## src/rtl/serial_adder_ctrl.sv

```systemverilog
// Bit-serial adder with valid/ready handshakes on both sides.
// One full adder processes one operand bit per cycle, LSB first.

module full_adder (
  input  logic a_i,
  input  logic b_i,
  input  logic c_i,
  output logic s_o,
  output logic c_o
);

  assign s_o = a_i ^ b_i ^ c_i;
  assign c_o = (a_i & b_i) | (a_i & c_i) | (b_i & c_i);

endmodule

module serial_adder_ctrl #(
  parameter int WIDTH = 8
) (
  input  logic             clk,
  input  logic             rst_n,
  input  logic             in_valid,
  output logic             in_ready,
  input  logic [WIDTH-1:0] a,
  input  logic [WIDTH-1:0] b,
  input  logic             c_in,
  output logic             out_valid,
  input  logic             out_ready,
  output logic [WIDTH-1:0] sum,
  output logic             c_out,
  output logic             busy
);

  localparam int CW = $clog2(WIDTH + 1);
  localparam logic [CW-1:0] LAST = CW'(WIDTH - 1);

  typedef enum logic [1:0] {
    IDLE,
    RUN,
    DONE
  } state_e;

  state_e           state_q;
  logic [WIDTH-1:0] a_q;
  logic [WIDTH-1:0] b_q;
  logic [WIDTH-1:0] sum_q;
  logic [WIDTH-1:0] sum_d;
  logic             carry_q;
  logic             cout_q;
  logic [CW-1:0]    cnt_q;

  logic [WIDTH-1:0] a_sh;
  logic [WIDTH-1:0] b_sh;
  logic [WIDTH-1:0] mask;
  logic             fa_s;
  logic             fa_c;

  // Shift instead of bit-select so the index width never matters.
  assign a_sh = a_q >> cnt_q;
  assign b_sh = b_q >> cnt_q;
  assign mask = WIDTH'(1) << cnt_q;

  full_adder u_fa (
    .a_i(a_sh[0]),
    .b_i(b_sh[0]),
    .c_i(carry_q),
    .s_o(fa_s),
    .c_o(fa_c)
  );

  assign sum_d = fa_s ? (sum_q | mask) : (sum_q & ~mask);

  always_ff @(posedge clk or negedge rst_n) begin
    if (!rst_n) begin
      state_q <= IDLE;
      a_q     <= '0;
      b_q     <= '0;
      sum_q   <= '0;
      carry_q <= 1'b0;
      cout_q  <= 1'b0;
      cnt_q   <= '0;
    end else begin
      unique case (state_q)
        IDLE: begin
          if (in_valid) begin
            a_q     <= a;
            b_q     <= b;
            carry_q <= c_in;
            cnt_q   <= '0;
            state_q <= RUN;
          end
        end
        RUN: begin
          sum_q   <= sum_d;
          carry_q <= fa_c;
          if (cnt_q == LAST) begin
            cout_q  <= fa_c;
            state_q <= DONE;
          end else begin
            cnt_q <= cnt_q + CW'(1);
          end
        end
        DONE: begin
          if (out_ready) state_q <= IDLE;
        end
        default: state_q <= IDLE;
      endcase
    end
  end

  assign in_ready  = (state_q == IDLE);
  assign out_valid = (state_q == DONE);
  assign busy      = (state_q != IDLE);
  assign sum       = sum_q;
  assign c_out     = cout_q;

endmodule

```

## config.mk

```make
export PLATFORM = sky130hd
export DESIGN_NAME = serial_adder_ctrl
export DESIGN_NICKNAME = d
export VERILOG_FILES = /design/src/rtl/serial_adder_ctrl.sv
export SDC_FILE = /design/constraint.sdc
export NUM_CORES = 1
export LEC_CHECK = 0
export ABC_AREA = 1
export CAP_MARGIN = 20
export CORE_UTILIZATION = 30
export DETAILED_ROUTE_END_ITERATION = 8
export HOLD_SLACK_MARGIN = 0.03
export SETUP_SLACK_MARGIN = 0.4
export SLEW_MARGIN = 20
export SYNTH_ARGS = -nofsm -noshare
export SYNTH_HDL_FRONTEND = slang
export SYNTH_SLANG_ARGS = --single-unit
```

## constraint.sdc

```tcl
create_clock -name clk -period 1.8 [get_ports clk]
set_input_delay 0.36 -clock clk [delete_from_list [all_inputs] [get_ports clk]]
set_output_delay 0.36 -clock clk [all_outputs]
set_load 0.005 [all_outputs]
```

==> impl_metrics.csv <==
group,metric,value,unit
outcome,status,"finished clean",
layout,drive_gt1_share,32.7,%
setup_path,crit_top_cell,"nand2_2",
cts,ctsHoldBuffers,0,
setup_path,end_kind,"register",
cts,cts_buffers,5,
floorplanning,row_count,26,
global_route,grt_pass1_vias,1380,
power_and_ir_drop,power.switching,1820,uW
layout,nets,279,
cts,clock_path_buffers,2,
power_and_ir_drop,sequentialPowerShare,30.0,%
power_and_ir_drop,power_density,1760,mW/mm2
power_and_ir_drop,clockPowerShare,12.2,%
power_and_ir_drop,sw_frac_of_total,43.6,%
cts,clk_pin_slew_worst_paths,0.06,ns
setup_path,critPathKind,"reg -> reg",
layout,design_area,0.00237,mm2
synth,synth.distinct_cells,19,
timing,finalCriticalPeriod,1.72,ns
synth,yosysSeqAreaShare,49.0,%
setup_path,r2r_slack,0.08,ns
detailed_routing,wl_per_cell,11.5,um
layout,final_common_cell,"nand2_1",
synth,synth_xor_area_share,0,%
synth,synth_top_area_share,49.0,%
power_and_ir_drop,pwr-share-comb,57.8,%
cts,insertion_delay,0.28,ns
setup_path,cp-start-kind,"register",
floorplanning,die_h,75.8,um
power_and_ir_drop,p_int,2350,uW
hold_path,hp-class,"in -> async",
layout,layout_common_cells,"nand2_1 (40), dfrtp_1 (28), clkdlybuf4s50_1 (20), inv_1 (19), nor2_1 (18)",
floorplanning,io_pins,33,
detailed_routing,viasPerCell,4.44,
synth,synth.area.top_cells,"dfrtp_1 (49%), nand2_1 (12%), nand3_1 (7.0%), inv_1 (5.3%), a21oi_2 (4.8%)",
synth,synth.mux.area_fraction,0,%
timing,setup_viol,0,
power_and_ir_drop,leakagePower,0.00118,uW
setup_path,crit_family,"flip-flops",
global_route,grtUsageTotal,14.4,%
global_route,grt_max_degree,33,
timing,rsz0062_at_grt,"true",
synth,synth.cell_area,0.00163,mm2
synth,synthAdderAreaFrac,5.82,%
global_route,grt.overflow.total,0,
floorplanning,core,0.00517,mm2
timing,relSlewSlack,72.7,%
timing,worst_pin_slew,0.409,ns
global_route,antenna_found_initial,0,
layout,syn2layout_area_growth,44.9,%
timing,setup_tns,0,ns
synth,synth_top_family_by_area,"simple AND/OR/NAND/NOR gates",
setup_path,critPathSlowestCell,"dfrtp_2",
placed_design,dp_cells,300,
job,max_cap_violations,0,
synth,postSynthAreaPerCell,8.29,um2
timing,whs,0.476,ns
setup_path,worstPathArrival,1.89,ns
cts,h-tree-depth,2,
detailed_routing,totalWireLength,3690,um
setup_path,path_buf_inv,2,
cts,cts_sinks,32,
global_route,grt_pass1_wl,6060,um
power_and_ir_drop,ir_drop,0.000783,V
floorplanning,dieArea,0.00575,mm2
setup_path,path_max_fanout,8,
timing,fmax,0.582,GHz
synth,synth_area_leader_cell,"dfrtp_1",
synth,synth-compound-area-share,10.5,%
floorplanning,die_w,75.8,um
detailed_routing,drt_iter0_markers,80,
synth,yosysWarnings,0,
placed_design,gp_congestion,0.820,
placed_design,place_area,0.00207,mm2
synth,yosys.area_share.simple,25.8,%
power_and_ir_drop,total_power,4170,uW
cts,cts-root-buf,"clkbuf_8",
layout,fin_cells,321,
cts,cts_tree,"yes",
synth,ys_ff_latch,32,
synth,syn_inst,197,
timing,maxSlewViolCount,0,
detailed_routing,drc,0,
synth,synth_nets,225,
placed_design,dpl.hpwl,2410,um
timing,skew,0.00138,ns
detailed_routing,first_pass_iters,4,
detailed_routing,ant_nets,0,
timing,finalHoldViolCount,0,
timing,min_period_over_period,95.4,%
detailed_routing,num_vias,1425,
setup_path,required,1.97,ns
floorplanning,initial_core_util,31.6,%
setup_path,crit_path_max_incr_delay,0.45,ns
layout,insertedDiodeCount,0,
setup_path,path_cells,"buf_6 -> nand2_2 -> nand3_2 -> nand2_2 -> nand2_2 -> nand2_2 -> fa_2 -> inv_4 -> o21ai_1",
placed_design,io_buffers,32,
==> cells by family after synthesis <==
| family | after synthesis |
|---|---|
| compound gates | 27 |
| fa+ha+maj | 7 |
| buf+inv | 33 |
| flops | 32 |
| simple gates | 98 |
==> cell usage after synthesis, drive strengths merged <==
master	count
nand2	54
dfrtp	32
inv	25
nand3	23
nor2	20
a21oi	16
o21ai	10
buf	6
ha	6
clkinv	2
fa	1
nand4	1
o31ai	1
==> power groups by stage <==
stage | clock network (uW) | registers [uW] | logic, uW
global placement | 0 | 1240 | 1880
global route | 568 | 1290 | 2710
CTS | 532 | 1240 | 2060
floorplan | 0 | 1220 | 1290
detailed placement | 0 | 1240 | 1910
finish | 510 | 1250 | 2410
==> repair_timing <==
item / 4_1_cts / 5_1_grt
gates cloned: 0 / 1
setup endpoints to repair: 22 / 17
pin swaps: 17 / 14
buffers inserted: 10 / 3
resized for setup: 35 / 30
hold endpoints to repair: 0 / 0
==> metrics by stage <==
| step | setup WS [ns] | util [%] |
|---|---|---|
| 3_5_place_dp | 0.114 | 39.9 |
| 5_1_grt | 0.0179 | 45.8 |
| 2_1_floorplan | 0.204 | - |
| 4_1_cts | 0.136 | 43.4 |
| 6_report | 0.0827 | 45.8 |
| 3_3_place_gp | 0.146 | 39.9 |
==> cell type report <==
cell class	instances	area (um2)
fill	532	2800
sequential	32	806
multi-input combinational	132	802
timing repair buffer	52	475
inverter	27	115
tap	70	87.6
clock buffer	6	72.6
clock inverter	1	5.00
timing repair inverter	1	5.00
==> final timing paths <==
check                          from       end  cells past startpoint
max reg2reg                cnt_q[0]  register                      9
max in group asynchronous     rst_n  cnt_q[2]                      2
min in group clk           register  register                      2
max                        cnt_q[0]  register                      9
min reg2reg                register  register                      2
min                           rst_n    a_q[2]                      2
==> metal layers <==
metal	GRT usage [%]	wire length [um]	vias to the layer above
met5	0	0	-
met4	6.17	47	0
met3	4.63	191	5
met2	22.9	1760	30
met1	17.9	1680	658
li1	-	-	732
(Power assumes the default switching activity.)
